File: config.mk
export PLATFORM = sky130hd
export DESIGN_NAME = sprite_ram_arbiter_flat
export DESIGN_NICKNAME = d
export VERILOG_FILES = /design/src/rtl/sprite_ram_arbiter_if.sv /design/src/rtl/sprite_ram_arbiter.sv /design/src/flat_wrapper.sv
export SDC_FILE = /design/constraint.sdc
export NUM_CORES = 1
export LEC_CHECK = 0
export ABC_CLOCK_PERIOD_IN_PS = 1800
export CAP_MARGIN = 10
export CORE_MARGIN = 3
export CORE_UTILIZATION = 37
export CTS_CLUSTER_SIZE = 8
export DETAILED_ROUTE_END_ITERATION = 12
export HOLD_SLACK_MARGIN = 0.03
export PLACE_DENSITY = 0.76
export SLEW_MARGIN = 10
export SYNTH_ARGS = -nofsm -noshare
export SYNTH_HDL_FRONTEND = slang
export SYNTH_SLANG_ARGS = --single-unit
File: constraint.sdc
create_clock -name clk -period 1.8 [get_ports clk]
set_clock_uncertainty 0.2 [all_clocks]
set_input_delay 0.36 -clock clk [delete_from_list [all_inputs] [get_ports clk]]
set_output_delay 0.36 -clock clk [all_outputs]
set_load 0.005 [all_outputs]
File: src/rtl/sprite_ram_arbiter_if.sv
// CPU-side bus of the sprite RAM arbiter: request/ready handshake plus read-data strobe.
interface sprite_ram_arbiter_if #(
  parameter int ADDR_W = 16,
  parameter int DATA_W = 8
);
  logic              cpu_req;
  logic              cpu_we;
  logic [ADDR_W-1:0] cpu_addr;
  logic [DATA_W-1:0] cpu_wdata;
  logic              cpu_ready;
  logic [DATA_W-1:0] cpu_rdata;
  logic              cpu_rvalid;

  modport master (
    output cpu_req, cpu_we, cpu_addr, cpu_wdata,
    input  cpu_ready, cpu_rdata, cpu_rvalid
  );

  modport slave (
    input  cpu_req, cpu_we, cpu_addr, cpu_wdata,
    output cpu_ready, cpu_rdata, cpu_rvalid
  );
endinterface

File: src/rtl/sprite_ram_arbiter.sv
// Single-port sprite attribute RAM shared between sprite_fsm (never stalled) and the CPU
// (posted one-entry write buffer, blocking reads).
//
// state   | meaning
// IDLE    | no CPU read outstanding; CPU reads/writes may be accepted
// RD_WAIT | CPU read issued to RAM, waiting for its tag to emerge
module sprite_ram_arbiter #(
  parameter int ADDR_W  = 16,
  parameter int DATA_W  = 8,
  parameter int RD_LAT  = 1,
  parameter int STALL_W = 16
) (
  input  logic               clk,
  input  logic               rst,
  input  logic               vblank,
  input  logic               spr_rd_en,
  input  logic [ADDR_W-1:0]  spr_addr,
  output logic [DATA_W-1:0]  spr_dout,
  sprite_ram_arbiter_if.slave cpu,
  output logic               ram_en,
  output logic               ram_we,
  output logic [ADDR_W-1:0]  ram_addr,
  output logic [DATA_W-1:0]  ram_wdata,
  input  logic [DATA_W-1:0]  ram_rdata,
  output logic [STALL_W-1:0] stall_cnt,
  output logic               spr_in_active
);

  typedef enum logic {IDLE, RD_WAIT} state_t;

  state_t            state;
  logic              wb_valid;
  logic [ADDR_W-1:0] wb_addr;
  logic [DATA_W-1:0] wb_data;
  logic [RD_LAT-1:0] spr_tag;
  logic [RD_LAT-1:0] cpu_tag;
  logic [DATA_W-1:0] rdata_q;

  logic drain;
  logic wr_accept;
  logic rd_accept;
  logic spr_ret;
  logic cpu_ret;

  // Everything combinational is forced quiet while rst is high so in-flight reads vanish.
  always_comb begin
    drain     = !rst && wb_valid && !spr_rd_en;
    wr_accept = !rst && (state == IDLE) && cpu.cpu_req && cpu.cpu_we && !wb_valid;
    rd_accept = !rst && (state == IDLE) && cpu.cpu_req && !cpu.cpu_we && !wb_valid && !spr_rd_en;
    spr_ret   = !rst && spr_tag[RD_LAT-1];
    cpu_ret   = !rst && cpu_tag[RD_LAT-1];

    cpu.cpu_ready  = wr_accept || rd_accept;
    cpu.cpu_rvalid = cpu_ret;
    cpu.cpu_rdata  = rst ? '0 : (cpu_ret ? ram_rdata : rdata_q);
    spr_dout       = spr_ret ? ram_rdata : '0;

    ram_en    = 1'b0;
    ram_we    = 1'b0;
    ram_addr  = '0;
    ram_wdata = '0;
    if (!rst && spr_rd_en) begin
      ram_en   = 1'b1;
      ram_addr = spr_addr;
    end else if (drain) begin
      ram_en    = 1'b1;
      ram_we    = 1'b1;
      ram_addr  = wb_addr;
      ram_wdata = wb_data;
    end else if (rd_accept) begin
      ram_en   = 1'b1;
      ram_addr = cpu.cpu_addr;
    end
  end

  always_ff @(posedge clk) begin
    if (rst) begin
      state         <= IDLE;
      wb_valid      <= 1'b0;
      wb_addr       <= '0;
      wb_data       <= '0;
      spr_tag       <= '0;
      cpu_tag       <= '0;
      rdata_q       <= '0;
      stall_cnt     <= '0;
      spr_in_active <= 1'b0;
    end else begin
      if (drain) begin
        wb_valid <= 1'b0;
      end else if (wr_accept) begin
        wb_valid <= 1'b1;
        wb_addr  <= cpu.cpu_addr;
        wb_data  <= cpu.cpu_wdata;
      end

      spr_tag[0] <= spr_rd_en;
      cpu_tag[0] <= rd_accept;
      for (int i = 1; i < RD_LAT; i++) begin
        spr_tag[i] <= spr_tag[i-1];
        cpu_tag[i] <= cpu_tag[i-1];
      end

      case (state)
        IDLE:    if (rd_accept) state <= RD_WAIT;
        RD_WAIT: if (cpu_ret)   state <= IDLE;
        default: state <= IDLE;
      endcase

      if (cpu_ret) rdata_q <= ram_rdata;

      if (cpu.cpu_req && !cpu.cpu_ready && (stall_cnt != '1))
        stall_cnt <= stall_cnt + 1'b1;

      if (spr_rd_en && !vblank) spr_in_active <= 1'b1;
    end
  end

endmodule
File: src/flat_wrapper.sv
// flat-port wrapper written by rule: the top's interface ports become plain ports
module sprite_ram_arbiter_flat 
#(
  parameter int ADDR_W  = 16,
  parameter int DATA_W  = 8,
  parameter int RD_LAT  = 1,
  parameter int STALL_W = 16
)
  (clk, rst, vblank, spr_rd_en, spr_addr, spr_dout, ram_en, ram_we, ram_addr, ram_wdata, ram_rdata, stall_cnt, spr_in_active, cpu_cpu_req, cpu_cpu_we, cpu_cpu_addr, cpu_cpu_wdata, cpu_cpu_ready, cpu_cpu_rdata, cpu_cpu_rvalid);
  sprite_ram_arbiter_if #(.ADDR_W(ADDR_W), .DATA_W(DATA_W)) cpu_i ();
  input  logic clk;
  input  logic rst;
  input  logic vblank;
  input  logic spr_rd_en;
  input  logic [ADDR_W-1:0] spr_addr;
  output logic [DATA_W-1:0] spr_dout;
  output logic ram_en;
  output logic ram_we;
  output logic [ADDR_W-1:0] ram_addr;
  output logic [DATA_W-1:0] ram_wdata;
  input  logic [DATA_W-1:0] ram_rdata;
  output logic [STALL_W-1:0] stall_cnt;
  output logic spr_in_active;
  input wire logic [$bits(cpu_i.cpu_req)-1:0] cpu_cpu_req;
  input wire logic [$bits(cpu_i.cpu_we)-1:0] cpu_cpu_we;
  input wire logic [$bits(cpu_i.cpu_addr)-1:0] cpu_cpu_addr;
  input wire logic [$bits(cpu_i.cpu_wdata)-1:0] cpu_cpu_wdata;
  output wire logic [$bits(cpu_i.cpu_ready)-1:0] cpu_cpu_ready;
  output wire logic [$bits(cpu_i.cpu_rdata)-1:0] cpu_cpu_rdata;
  output wire logic [$bits(cpu_i.cpu_rvalid)-1:0] cpu_cpu_rvalid;
  assign cpu_i.cpu_req = cpu_cpu_req;
  assign cpu_i.cpu_we = cpu_cpu_we;
  assign cpu_i.cpu_addr = cpu_cpu_addr;
  assign cpu_i.cpu_wdata = cpu_cpu_wdata;
  assign cpu_cpu_ready = cpu_i.cpu_ready;
  assign cpu_cpu_rdata = cpu_i.cpu_rdata;
  assign cpu_cpu_rvalid = cpu_i.cpu_rvalid;
  sprite_ram_arbiter #(.ADDR_W(ADDR_W), .DATA_W(DATA_W), .RD_LAT(RD_LAT), .STALL_W(STALL_W)) u_core (.clk(clk), .rst(rst), .vblank(vblank), .spr_rd_en(spr_rd_en), .spr_addr(spr_addr), .spr_dout(spr_dout), .cpu(cpu_i), .ram_en(ram_en), .ram_we(ram_we), .ram_addr(ram_addr), .ram_wdata(ram_wdata), .ram_rdata(ram_rdata), .stall_cnt(stall_cnt), .spr_in_active(spr_in_active));
endmodule
# Yosys cells after proc, flatten, opt, wreduce, memory -nomap -nowiden
# Index checks and enable logic that the tools add are counted.
[op_classes] muxes=15 n_eq_ne=1 addsub=1 n_reduce_logical=24 bitwise=2
[op_table] operator="16-bit 2-to-1 mux" count=3
[op_table] operator="8-bit 2-to-1 mux" count=5
[op_table] operator="16-bit by 1-bit adder with 16-bit output (second input constant)" count=1
[op_table] operator="16-bit inequality test (second input constant)" count=1
[op_table] operator="1-bit logical AND" count=15
[op_table] operator="1-bit logical NOT" count=6
[op_table] operator="1-bit 2-to-1 mux" count=6
[op_table] operator="1-bit inverter" count=2
[op_table] operator="1-bit case mux with 2 select lines" count=1
[op_table] operator="2-bit AND reduction" count=1
[op_table] operator="2-bit OR reduction" count=1
[op_table] operator="1-bit logical OR" count=1
[totals] reg_bits=53 inputBits=54 word_cells=52 output_inout_bits=61

# Longest topological paths before layout
# Gate-level depths: netlist of run 1.
[depth] depth_word=10 ltp_mapped=7 ltp_nobuf=6

# Worst setup path before layout of run 1
# OpenSTA, ideal clock, no wires.
[synth_timing] path_type="register -> register" from="reg u_core.stall_cnt[0]" to="reg u_core.stall_cnt[12]" arrival_time_ns=1.593 stages_incl_launch_ff=7 slack_ns=-0.121 required_time_ns=1.472 path_buffers=0 period_less_slack_ns=1.921 setup_time_ns=0.128 path_cell_list="dfxtp_1 -> ha_1 -> nand2_1 -> or2_4 -> or4b_1 -> xor2_1 -> nor2_1"
[synth_via] elab_chain_len=2 elab_cells_between_ends=3 classes_between="1 x add/sub; 1 x eq/ne; 1 x reduce/logical"
[synth_rtl] item="start, declared" line="sprite_ram_arbiter.sv:25" source="output logic [STALL_W-1:0] stall_cnt,"
[synth_rtl] item="start signal, assigned" line="sprite_ram_arbiter.sv:112" source="stall_cnt <= stall_cnt + 1'b1;"
[synth_rtl] item="parallel branches: the longest is 2 deep, another holds 16-bit by 1-bit adder with 16-bit output"
# Parallel ways; which one is timed is not known.
# A chain may end at the register's enable or synchronous reset.

# Worst setup path in the final report of run 1
[layout_timing] from="in cpu_cpu_req" to="out ram_addr[11]"
[layout_via] elab_chain_len=7
[layout_rtl] item="start, declared" line="flat_wrapper.sv:24" source="input wire logic [$bits(cpu_i.cpu_req)-1:0] cpu_cpu_req;"
[layout_rtl] item="1-bit logical AND (4 in series)" line="sprite_ram_arbiter.sv:49" source="rd_accept = !rst && (state == IDLE) && cpu.cpu_req && !cpu.cpu_we && !wb_valid && !spr_rd_en;"
[layout_rtl] item="16-bit 2-to-1 mux" line="sprite_ram_arbiter.sv:70" source="end else if (rd_accept) begin"
[layout_rtl] item="16-bit 2-to-1 mux" line="sprite_ram_arbiter.sv:65" source="end else if (drain) begin"
[layout_rtl] item="16-bit 2-to-1 mux" line="sprite_ram_arbiter.sv:62" source="if (!rst && spr_rd_en) begin"
[layout_rtl] item="end, declared" line="flat_wrapper.sv:19" source="output logic [ADDR_W-1:0] ram_addr;"
# No other way between the ends.

==> results of run 1 <==
-- flip-flops by register name, summed over array words and instances (netlist names) --
name / flops
u_core.spr_in_active: 1
u_core.wb_addr: 16
u_core.stall_cnt: 16
u_core.state: 1
u_core.cpu_tag: 1
u_core.wb_valid: 1
u_core.rdata_q: 8
u_core.spr_tag: 1
u_core.wb_data: 8
-- logic make-up after synthesis --
logic type / share of synthesized area
compound gates: 0.138
xor+xnor: 0.0487
fa+ha+maj: 0.00497
buf+inv: 0.0596
flops: 0.421
mux: 0.0363
simple gates: 0.291
-- final timing paths --
path | endpoint | slack (ps)
worst max-delay path | ram_addr[11] | -500
worst min-delay path | u_core.spr_in_active$_SDFFE_PP0P_ | 250
worst max register to register | u_core.stall_cnt[4]$_SDFFE_PP0P_ | -140
worst min register to register | u_core.wb_addr[2]$_SDFFE_PP0P_ | 260
-- synth_stat cells --
cell type and n:
a21o_1 1, or4_1 1, a21oi_1 27, or4b_1 1
nor4_2 1, nand2_1 42, xnor2_1 7, a222oi_1 16
o41ai_4 1, nand4_2 1, o21ai_0 1, o41a_1 1
ha_1 1, nand2b_1 1, or3_1 1, nor4_1 6
clkinv_1 1, nand3_1 24, nor3_1 5, nand3_2 1
mux2_2 1, and3_1 10, xor2_1 7, inv_1 17
buf_2 3, nor2_1 31, and4_1 1, and2_1 10
nand4_1 4, clkbuf_1 18, nor2b_1 6, or2_4 1
dfxtp_1 53, mux2i_1 8, or2_1 1
-- power by group --
group,switching (W),internal (W),total [W]
logic,0.000208,0.000301,0.000509
registers,0.0000207,0.00120,0.00122
clock network,0.000385,0.000454,0.000839
-- metal layers --
layer	up-vias	GRT usage	wire, µm
met5	-	0	0
met4	0	0.0673	140
met3	12	0.0400	531
met2	108	0.422	4800
met1	1459	0.255	3540
li1	1487	-	-
-- final cells by class --
class | instances | area share
clock inverter | 1 | 0.00641
tap | 77 | 0.0206
timing repair buffer | 211 | 0.386
inverter | 18 | 0.0160
sequential | 53 | 0.232
clock buffer | 7 | 0.0184
multi-input combinational | 219 | 0.319
timing repair inverter | 1 | 0.00107
antenna | 1 | 0.000534
-- metrics by stage --
step                setup WS, ps  TNS, ps  std cells  instance area (µm²)
global route                -587   -11960        588                 4680
detailed placement          -967   -42410        543                 4200
finish                      -504    -8570        588                 4680
global placement            -909   -40600        543                 4200
CTS                         -482    -9210        582                 4600
floorplan                  -14.0    -14.0        311                 2560
-- worst max-delay path: cells and delay by family --
kind                   cells  cell delay [ps]
AND/OR/NAND/NOR            3              260
AO/OA/AOI/OAI              1              340
buffers and inverters      6              780
-- repair_timing --
| action | in CTS | in global routing |
|---|---|---|
| hold buffers | 0 | 0 |
| gates cloned | 2 | 0 |
| resized for setup | 247 | 32 |
| endpoints found under the setup margin | 76 | 60 |
| setup buffers | 30 | 9 |
| hold endpoints to repair | 0 | 0 |
| pin swaps | 34 | 27 |
-- cells in the final DEF, fill, tap and decap left out, types with 4 or more instances in the layout --
cell,synthesis,routed
clkbuf_8,0,6
and3_4,0,8
and2_1,10,10
nand3_1,24,22
buf_4,0,70
a222oi_1,16,16
nor4_1,6,4
xor2_1,7,7
clkdlybuf4s50_1,0,50
mux2i_1,8,8
inv_1,17,17
xnor2_1,7,6
dfxtp_1,53,35
nand2_1,42,39
buf_2,3,27
dlygate4sd2_1,0,17
nand4_1,4,4
dfxtp_2,0,16
a21oi_1,27,27
buf_6,0,33
nor2_1,31,29
clkbuf_2,0,10
==> reports/summary.md, run 1 <==
Fmax: 434 MHz. The tools report the post-route antenna net violation count as 0. TritonCTS built the clock tree. In this design, the stage delay of the slowest critical-path cell is 340 ps. The number of clock sinks was 53.

At the worst endpoint, the arrival time is 1740 ps. Worst-case clock buffer depth: 2. The net count after synthesis is 366, and the number of placed I/O pins is 115.

Across all hold checks on the routed design, the worst slack comes to 248 ps. The path type of the worst setup path is in2out. The overall power was 0.00257 W. The cell leakage power was 2.15 nW. The CTS clock-pin slew for the worst setup and hold paths works out to 90 ps. The startpoint identified for the worst hold timing path is spr_rd_en. The post-synthesis sequential area ratio is 0.421, and the average via count per standard cell is 5.21. The starting utilization of the core area is 0.390, and the die footprint is 7830 µm². The run gives 0 as the final count of pins violating max slew. The fill cell total of the finished layout was 516; the post-synthesis to final-layout area growth was 86.1%. The mapped netlist covers 2520 µm². The area occupied by multi-input gates was 1490 µm²; the number of different library cells in the post-synthesis netlist was 35. The number of global-route vias before repair was 2966. Counting every instance in the synthesized netlist gives 311. The number of cells on the worst reg-to-reg path is 9. The setup slack after layout was -504 ps; the last weighted congestion value of the routability-driven placer was 0.831. Hold violation total from the final report: 0.

The critical path goes through dlygate4sd2_1, nor2b_4, nand2_2, nor3_4, buf_6, buf_6, buf_6, a222oi_1, inv_1, buf_2. The run gives 14000 µm as the wire length of the first global-routing pass. The fraction of final layout cells sized beyond drive strength 1 works out to 0.408. The checks that failed: setup timing.

Setup violations remaining at the end of the flow were counted as 43. The root buffer cell chosen for the clock tree is clkbuf_8. Of all cell types, the one taking the most synthesized area is dfxtp_1. The routed design could run at a clock period as short as 2300 ps.

STA classifies the critical path startpoint as a primary input. The die is 88.5 µm tall. From left edge to right edge, the die measures 88.5 µm.

In this run the tool buffered the top-level ports with 114 buffer cells. Summed over all layers, the global routing overflow is 0. Count of unresolved DRC violations after routing: 0. STA classifies the critical path endpoint as an output pin.

Clock tree synthesis inserted a total of 5 buffers. The slew at the pin closest to its max-slew limit is 498 ps. The logs give 5900 µm for the HPWL after detailed placement and 0.224 for the total routing usage reported by global routing. For this design, the slowest cell found on the critical path is a222oi_1.

After the first detailed-routing iteration, the DRC count stood at 153. The worst-case IR drop observed on VDD is 459 µV. The worst register-to-register path begins at u_core.wb_valid$_SDFFE_PP0P_. The wire length reported by the detailed router was 9010 µm; the worst-path maximum fanout was 3. The total core area was 6460 µm².

The ratio of total power to cell area is 549 nW/µm², and the area share of the largest cell type after synthesis is 0.421. Class of the tightest hold or removal check: in2reg. For the number of standard-cell rows in the floorplan, the log shows 29.

The most frequent cell on the critical path was buf_6. After synthesis, the cell types taking the most area are dfxtp_1 (42%), a222oi_1 (6.4%), nand2_1 (6.3%). The critical path starts at cpu_cpu_req.

For this run, the number of Yosys warnings is 0. After detailed routing, the average wire length per cell comes to 15.3 µm. The synthesis-stage register bit count is 53, and the area taken by flip-flops and latches is 1090 µm². The maximum number of pins on one net before global-route repair came out at 31. The H-tree depth reported by CTS was 2; the worst-skew pair later-pin latency was 300 ps.

The worst hold path passes through 3 cells. The run finished, with violations left. The first detailed-routing pass took 7 iterations.

The tools report the initial antenna violation count as 1. Setup repair after global routing could not meet its margin everywhere. For the worst slew margin relative to its limit, the log shows 0.665. The final cycle utilization of the critical path is 1.28, and the core occupancy in the finished layout is 0.725. Summing over every cut layer, the via total after detailed routing is 3066. The worst path required time is 1240 ps. Dividing the synthesized area by the synthesized cell count gives 8.09 µm². The logs give 0 for the number of max-capacitance violations reported and 564 for the final net count.
No activity file was read; power rests on OpenSTA's default activity.
==> run 2: changes to the inputs <==
--- a/config.mk
+++ b/config.mk
@@ -7,13 +7,12 @@
 export LEC_CHECK = 0
 export ABC_CLOCK_PERIOD_IN_PS = 1800
 export CAP_MARGIN = 10
-export CORE_MARGIN = 3
+export CORE_MARGIN = 2
 export CORE_UTILIZATION = 37
 export CTS_CLUSTER_SIZE = 8
 export DETAILED_ROUTE_END_ITERATION = 12
 export HOLD_SLACK_MARGIN = 0.03
 export PLACE_DENSITY = 0.76
-export SLEW_MARGIN = 10
 export SYNTH_ARGS = -nofsm -noshare
 export SYNTH_HDL_FRONTEND = slang
 export SYNTH_SLANG_ARGS = --single-unit
==> reports/summary.md, run 2 (synthesis gave the netlist of run 1 again) <==
The number of global-route vias before repair was 2937 (-0.98%); the placed cell count was 543 (unchanged). The checks that failed: setup timing. The setup slack after layout came out at -495 ps (+9.35 ps).

The cell leakage power came out at 2.24 nW (+4.4%). The path class of the tightest hold or removal check is reg2reg. CTS clock-pin slew for the worst setup and hold paths: 100 ps (about the same). Path type of the worst setup path: reg2out. The fraction of final layout cells sized beyond drive strength 1 is 0.416 (+0.00802).

The logs give 9140 µm (+1.4%) for the wire length reported by the detailed router and 30 (+3.4%) for the number of standard-cell rows in the floorplan. The tools report the number of DRC violations after detailed-routing iteration 0 as 199 (+30%). The number of buffers inserted by port buffering was 114 (unchanged). The overall power was 0.00241 W (-6.1%); the final-layout worst hold slack was 256 ps (+7.72 ps).

The HPWL after detailed placement is 5750 µm (-2.6%), and the average via count per standard cell is 5.11 (-1.9%). For the starting utilization of the core area, the log shows 0.377 (-0.0130). For the number of placed I/O pins, the log shows 115 (unchanged). In the final layout, the registers with the most flip-flops are u_core.stall_cnt x16, u_core.wb_addr x16.

The logs give 53 (unchanged) for the number of clock sinks and 0 (unchanged) for the number of max-capacitance violations reported. The H-tree depth reported by CTS is 2 (unchanged). The via count of the routed design came out at 3053 (-0.42%). The number of optimization iterations in the first detailed-route pass is 6 (-1), and the ratio of total power to cell area is 501 nW/µm² (-8.6%). The logs give 436 MHz (+0.41%) for the fmax and 0 (unchanged) for the hold buffer count at CTS.

The total routing usage reported by global routing came out at 0.233 (+0.00897). The final period demand of the worst path works out to 2290 ps (-9.35 ps). Setup repair after global routing could not meet its margin everywhere. The number of setup violations in the final report is 29 (-33%), and the final cell count without fillers is 597 (+1.5%). The worst path required time was 1240 ps (about the same); the worst-case clock buffer depth was 2 (unchanged). The last weighted congestion value of the routability-driven placer came out at 0.836 (+0.64%). STA classifies the critical path endpoint as an output pin.

The count of inserted antenna diode cells is 0 (-1). Clock tree synthesis selected as its root buffer the cell clkbuf_8. The total core area is 6680 µm² (+3.4%), and the TritonCTS buffer count is 5 (unchanged).

TritonCTS built the clock tree. The flow ran to the end, but the final reports show violations. The instance count along the most critical hold path works out to 2 (-1). The count of unresolved DRC violations after routing is 0 (unchanged), and the die span in x is 86.5 µm (-2.3%).

The run gives 479 µV (+4.4%) as the worst-case vdd ir drop. The arrival time of data at the critical path endpoint was 1730 ps (about the same). The final cycle utilization of the critical path was 1.27 (-0.00519); the initial antenna violation count was 0 (-1). Worst-skew pair later-pin latency: 310 ps (about the same).

The slew at the pin closest to its max-slew limit works out to 568 ps (+69.4 ps). The top cell types in the final layout, fill and taps aside, are buf_4 (72), clkdlybuf4s50_1 (49), nand2_1 (39). The final net count was 571 (+1.2%). The tools report the worst slew margin relative to its limit as 0.619 (-0.0458). The final global-route overflow total was 0 (unchanged); the final count of pins violating max slew was 0 (unchanged). The library cell used most frequently in the layout, excluding fill and tap cells, is buf_4. The setup slack on the worst flop-to-flop path came out at -60 ps (+80 ps).

Die footprint: 7480 µm² (-4.5%). The area growth from synthesis to layout is 91.3%. The tools report the maximum number of pins on one net before global-route repair as 30 (-3.2%). The worst-path maximum fanout is 4 (+1). Category of the worst setup path launch point: a register. The logs give 14100 µm (+0.74%) for the wire length of the first global-routing pass and 0 (unchanged) for the post-route antenna net violation count. The number of cells traversed by the worst register-to-register path works out to 6 (-3). The die outline height came out at 86.5 µm (-2.3%). Final routed wire length divided by cell count: 15.3 µm (-0.13%).

Hold violation total from the final report: 0 (unchanged).
## run 2: changes by cell type in the layout (fill, tap and decap cells not counted), moves of 2 or more
cell / before / now
dlymetal6s2s_1: 0 / 2
buf_2: 27 / 24
and3_1: 2 / 4
dlygate4sd2_1: 17 / 19
nor4_4: 0 / 3
dfxtp_1: 35 / 33
buf_6: 33 / 35
nand3_2: 3 / 5
and3_4: 8 / 6
buf_4: 70 / 72
dfxtp_2: 16 / 19
nor4_2: 3 / 1
nand3_1: 22 / 20
## run 2: final cells by class
type                            count  area (µm²)
Timing Repair Buffer              218        1910
Fill cell                         491        1870
Multi-Input combinational cell    219        1540
Sequential cell                    53        1090
Tap cell                           80         100
Inverter                           18        75.1
Clock buffer                        5        68.8
Clock inverter                      3        17.5
Timing Repair inverter              1        16.3
## run 2: worst max-delay path, stage by stage (launching register included)
cell	delay [ps]
dfxtp_4	390
nor2_4	40
nand2_2	80
nor3_4	60
buf_6	130
buf_6	110
buf_6	100
a222oi_1	320
inv_1	70
buf_2	130
## run 2: per-stage QoR
step | setup TNS, ps | cell area, µm² | worst slack [ps] | utilization
finish | -7970 | 4810 | -495 | 0.721
global route | -10960 | 4810 | -591 | 0.721
CTS | -8390 | 4560 | -470 | 0.682
detailed placement | -42050 | 4180 | -1000 | 0.626
global placement | -40750 | 4180 | -921 | 0.626
floorplan | -14.0 | 2560 | -14.0 | -
## run 2: timing repair
action / in CTS / in global routing
pin swaps: 38 / 32
buffers inserted: 37 / 17
setup endpoints to repair: 76 / 59
cloned: 2 / 0
resized for setup: 200 / 85
## run 2: path summary, 6_finish.rpt
kind / to / from
min: u_core.wb_data[0]$_SDFFE_PP0P_ / u_core.wb_data[0]$_SDFFE_PP0P_
max: ram_addr[3] / u_core.wb_valid$_SDFFE_PP0P_
max reg2reg: u_core.stall_cnt[7]$_SDFFE_PP0P_ / u_core.wb_valid$_SDFFE_PP0P_
min reg2reg: u_core.wb_data[0]$_SDFFE_PP0P_ / u_core.wb_data[0]$_SDFFE_PP0P_
## run 2: power breakdown
part	total, W	internal [W]	switching [W]
Combinational	0.000523	0.000310	0.000213
Sequential	0.00122	0.00120	0.0000202
Clock	0.000666	0.000269	0.000397
Total	0.00241	0.00178	0.000630
## run 2: per-layer routing
metal / vias up / GRT usage / routed length, µm
met4: 0 / 0.0810 / 164
li1: 1494 / - / -
met5: - / 0 / 0
met1: 1432 / 0.288 / 3700
met3: 15 / 0.0295 / 457
met2: 112 / 0.415 / 4820
